==> config.mk <==
export PLATFORM = sky130hd
export DESIGN_NAME = serial_to_parallel
export DESIGN_NICKNAME = d
export VERILOG_FILES = /design/src/rtl/serial_to_parallel_pkg.sv /design/src/rtl/serial_to_parallel_bit_counter.sv /design/src/rtl/serial_to_parallel.sv
export SDC_FILE = /design/constraint.sdc
export NUM_CORES = 1
export LEC_CHECK = 0
export CELL_PAD_IN_SITES_DETAIL_PLACEMENT = 0
export CELL_PAD_IN_SITES_GLOBAL_PLACEMENT = 1
export CORE_MARGIN = 2
export CORE_UTILIZATION = 38
export CTS_CLUSTER_DIAMETER = 200
export DETAILED_ROUTE_END_ITERATION = 7
export GPL_TIMING_DRIVEN = 0
export PLACE_DENSITY = 0.75
export REMOVE_ABC_BUFFERS = 1
export SLEW_MARGIN = 20
export SYNTH_ARGS = -nofsm -noshare
export SYNTH_HDL_FRONTEND = slang
export SYNTH_HIERARCHICAL = 1
export SYNTH_SLANG_ARGS = --single-unit
==> constraint.sdc <==
create_clock -name clk -period 2.96 [get_ports clk]
set_clock_uncertainty 0.1 [all_clocks]
set_input_delay 0.592 -clock clk [delete_from_list [all_inputs] [get_ports clk]]
set_output_delay 0.592 -clock clk [all_outputs]
set_load 0.01 [all_outputs]
==> src/rtl/serial_to_parallel_pkg.sv <==
// Shared types and sizing helpers for the serial-to-parallel deserialiser.
package serial_to_parallel_pkg;

  typedef enum logic {
    EMPTY = 1'b0,
    FULL  = 1'b1
  } s2p_state_e;

  // Counter width for a word of `width` bits; never narrower than one bit.
  function automatic int cnt_width(input int width);
    return (width <= 2) ? 1 : $clog2(width);
  endfunction

endpackage

==> src/rtl/serial_to_parallel_bit_counter.sv <==
// Modulo-WIDTH bit counter; clr beats inc, wrap flags the increment that rolls over.
// Registered count, wrap is same-cycle from count and inc; no backpressure.
module bit_counter
  import serial_to_parallel_pkg::*;
#(
  parameter int WIDTH = 8,
  parameter int CW    = cnt_width(WIDTH)
) (
  input  logic          clk,
  input  logic          reset,
  input  logic          inc,
  input  logic          clr,
  output logic [CW-1:0] count,
  output logic          wrap
);

  localparam logic [CW-1:0] MAX = CW'(WIDTH - 1);

  logic [CW-1:0] count_q;
  logic [CW-1:0] count_d;

  always_comb begin
    count_d = count_q;
    wrap    = 1'b0;
    if (clr) begin
      count_d = '0;
    end else if (inc) begin
      if (count_q == MAX) begin
        count_d = '0;
        wrap    = 1'b1;
      end else begin
        count_d = count_q + CW'(1);
      end
    end
  end

  always_ff @(posedge clk) begin
    if (reset) begin
      count_q <= '0;
    end else begin
      count_q <= count_d;
    end
  end

  assign count = count_q;

endmodule

==> src/rtl/serial_to_parallel.sv <==
// Assembles WIDTH serial bits into a word; word visible the cycle after its last bit.
// No stall on input: an unacked word is overwritten by the next one and overrun sticks.
module serial_to_parallel
  import serial_to_parallel_pkg::*;
#(
  parameter int WIDTH     = 8,
  parameter int MSB_FIRST = 1
) (
  input  logic                     clk,
  input  logic                     reset,
  input  logic                     bit_in,
  input  logic                     bit_valid,
  input  logic                     clear,
  input  logic                     word_ack,
  output logic [WIDTH-1:0]         word_out,
  output logic                     word_valid,
  output logic [$clog2(WIDTH)-1:0] bit_count,
  output logic                     overrun
);

  localparam int CW = cnt_width(WIDTH);

  logic [WIDTH-1:0] shift_q, shift_d;
  logic [WIDTH-1:0] word_q, word_d;
  logic             overrun_q, overrun_d;
  s2p_state_e       state_q, state_d;
  logic [WIDTH-1:0] shifted;
  logic [CW-1:0]    count;
  logic             wrap;

  bit_counter #(
    .WIDTH(WIDTH),
    .CW   (CW)
  ) u_bit_counter (
    .clk  (clk),
    .reset(reset),
    .inc  (bit_valid),
    .clr  (clear),
    .count(count),
    .wrap (wrap)
  );

  always_comb begin
    shift_d   = shift_q;
    word_d    = word_q;
    overrun_d = overrun_q;
    state_d   = state_q;

    if (MSB_FIRST != 0) begin
      shifted = {shift_q[WIDTH-2:0], bit_in};
    end else begin
      shifted = {bit_in, shift_q[WIDTH-1:1]};
    end

    if (clear) begin
      shift_d = '0;
    end else if (bit_valid) begin
      shift_d = shifted;
    end

    // wrap already excludes clear, so the completing bit is always included.
    if (wrap) begin
      word_d = shifted;
    end

    case (state_q)
      EMPTY: begin
        if (wrap) begin
          state_d = FULL;
        end
      end
      FULL: begin
        if (wrap) begin
          if (!word_ack) begin
            overrun_d = 1'b1;
          end
        end else if (word_ack) begin
          state_d = EMPTY;
        end
      end
      default: state_d = EMPTY;
    endcase
  end

  always_ff @(posedge clk) begin
    if (reset) begin
      shift_q   <= '0;
      word_q    <= '0;
      overrun_q <= 1'b0;
      state_q   <= EMPTY;
    end else begin
      shift_q   <= shift_d;
      word_q    <= word_d;
      overrun_q <= overrun_d;
      state_q   <= state_d;
    end
  end

  assign word_out   = word_q;
  assign word_valid = (state_q == FULL);
  assign bit_count  = count;
  assign overrun    = overrun_q;

endmodule

==> metrics.md <==
| Metric | Value |
|---|---|
| Number of global-route vias before repair | 503 |
| Tot Pwr | 0.000452 W |
| Clock share of power | 34.5% |
| Placer Congestion | 0.626 |
| # diodes | 0 |
| Post-synth top area share | 51.8% |
| Crit path buffers/inverters | 1 |
| Total GRT Usage | 11.4% |
| Top post-synthesis cells by count | dfxtp_1 (20), mux2i_1 (17), nor2_1 (15), buf_2 (3), nand2b_1 (3) |
| Via count | 522 |
| Max Freq | 437 MHz |
| TritonCTS Buffers | 3 |
| # IOs | 19 |
| Global-route wire length before repair | 2100 um |
| Final net count | 97 |
| RSZ-0062 raised after global routing | no |
| Critical Path, Cell by Cell | clkdlybuf4s50_1 -> and3b_1 -> mux2i_1 -> nor2_1 |
| Clock latency on the worst-skew pair | 300 ps |
| Kind of end point of the critical path | flop |
| Register bit total from synthesis | 20 |
| Status | finished, final reports clean |
| Root Driver | clkbuf_4 |
| CTS Buffer Depth | 2 |
| Switching Fraction | 20.8% |
| Comb pwr share | 5.5% |
| Synth unique cells | 15 |
| Pwr Density | 453 nW/um^2 |
| Yosys top cell by area | dfxtp_1 |
| Die area | 2410 sq um |
| Psw | 0.0000940 W |
| Leakage | 0.372 nW |
| CP top delay family | buffers and inverters |
| Area of the multi-input gates | 343 sq um |
| Final slew viol count | 0 |
| Int Pwr | 0.000358 W |
| Slew @ Worst Pin | 631 ps |
| Num rows | 16 |
| YS warnings | 6 |
| Clock sinks | 20 |
| Die H | 49.1 um |
| Die Span X | 49.1 um |
| Fin. Hold Viols | 0 |
| Mapped Cells | 70 |
| Primary FF master, synth | dfxtp_1 |
| # Post-CTS Setup Buffers | 0 |
| Worst-path clk slew | 100 ps |
| Pre-Repair DR Iteration Count | 3 |
| Worst Path Required | 3030 ps |
| Syn avg cell area | 11.0 sq um |
| Final ANT Viol Nets | 0 |
| Area Growth Syn to Fin | 29.0% |
| Crit Path Class | in -> reg |
| Max-cap viol count | 0 |
| Critical path launch point type | input port |
| Post-cts gate resize count | 0 |
| Final setup viols | 0 |
| Initial antenna violation count | 0 |
| CTS tree | built |
| Dpl hpwl | 857 um |
| Number of vias per cell | 4.54 |
| Area contributors post-synth | dfxtp_1 (52%), mux2i_1 (22%), nor2_1 (7.3%) |
| Largest net degree at the start of global routing | 16 |
| Largest stage delay on the critical path | 850 ps |
| Drt wl/cell | 11.0 um |
| Hold/Removal Path Class | reg -> reg |
| Remaining global-route overflow | 0 |
| Initial drt markers | 4 |
| Util after Layout | 51.4% |
| Setup TNS Final | 0 ps |
| Flop pwr share | 60.1% |
| Async set-reset flop share out of synthesis | 0% |
| Peak supply drop | 0.000244 V |
| Seq. cell area | 400 sq um |
| Most numerous cell in the Yosys netlist | dfxtp_1 |
| Post-synth EDFFs | 0 |
| Number of port buffers | 18 |
| Fillers | 185 |
| Cts hold-fix bufs | 0 |
| Slowest CP cell | clkdlybuf4s50_1 |
| Seq/Total Area, Yosys | 51.8% |
| Tmin final | 2290 ps |
| Layout cells sized above 1 | 7.95% |
| Starting Density | 39.8% |
| Final WL | 1260 um |
| Total core area | 1940 sq um |
| Crit path max fanout | 12 |
| CP arrival | 2360 ps |
| DRC viols | 0 |
| Syn Std Cell Area | 773 sq um |
| H-tree levels | 1 |
| Max_slew headroom | 57.8% |
| Tcrit/Tclk final | 77.4% |
## state kept, by name, indices dropped and copies added (netlist names)
signal / count
word_out: 8
shift_q: 7
u_bit_counter/count: 3
overrun: 1
word_valid: 1
## cells in the final DEF (no fill, tap or decap), drive strengths merged
cell type	count
o31ai	1
a21oi	1
inv	1
and3b	1
mux2i	17
dfxtp	20
or3b	1
nor2	15
ha	2
nand2b	3
a211oi	1
clkbuf	4
or2	1
clkdlybuf4s50	18
nor3	2
## kinds of logic (layout without fill, tap and decap cells)
group	after synthesis	count (layout)	synth area share (%)
and+or+nand+nor	23	23	14.1
muxes	17	17	22.0
adders and majority gates	2	2	3.24
DFF	20	20	51.8
buffers and inverters	5	23	3.88
AOI/OAI and AO/OA	3	3	5.02
## metrics by stage
step	cells	hold WS (ps)	instance area (sq um)	worst slack (ps)
2_1_floorplan	66	360	747	1350
3_3_place_gp	111	375	961	345
3_5_place_dp	111	385	961	330
4_1_cts	115	413	997	655
5_1_grt	115	438	997	552
6_report	115	405	997	670
## worst paths after layout
path,slack (ps),endpoint,cells past startpoint,start
min reg2reg,410,word_out[1],2,word_out[1]
max reg2reg,1220,word_out[1],5,u_bit_counter/count[0]
max,670,word_out[1],4,bit_valid
min,410,word_out[1],2,word_out[1]
## power by group through the flow
stage | Combinational [W] | Clock (W) | Sequential [W]
after global routing | 0.0000270 | 0.000172 | 0.000272
after floorplan | 0.00000788 | 0 | 0.000278
after global placement | 0.0000249 | 0 | 0.000278
after CTS | 0.0000251 | 0.000162 | 0.000272
final | 0.0000248 | 0.000156 | 0.000272
after detailed placement | 0.0000250 | 0 | 0.000278
## area by class of cell
type                            instances  share of cell area, %
Clock buffer                            4                   3.64
Inverter                                1                  0.376
Multi-Input combinational cell         45                   34.4
Sequential cell                        20                   40.2
Tap cell                               27                   3.39
Timing Repair Buffer                   18                   18.1
## metal layers
metal	share of wire, %	global-route usage (%)	routed length (um)	vias up
met1	49	14.8	624	241
met5	0	0	0	-
met4	0	7.14	0	0
met2	46	15.8	582	9
met3	4.3	4.29	54	0
li1	-	-	-	272
## worst register-to-register path: stages, from the launching register on
cell,delay (ps)
dfxtp_1,380
ha_1,160
ha_1,150
and3b_1,520
mux2i_1,260
nor2_1,50
Power figures use the tool's default switching activity.
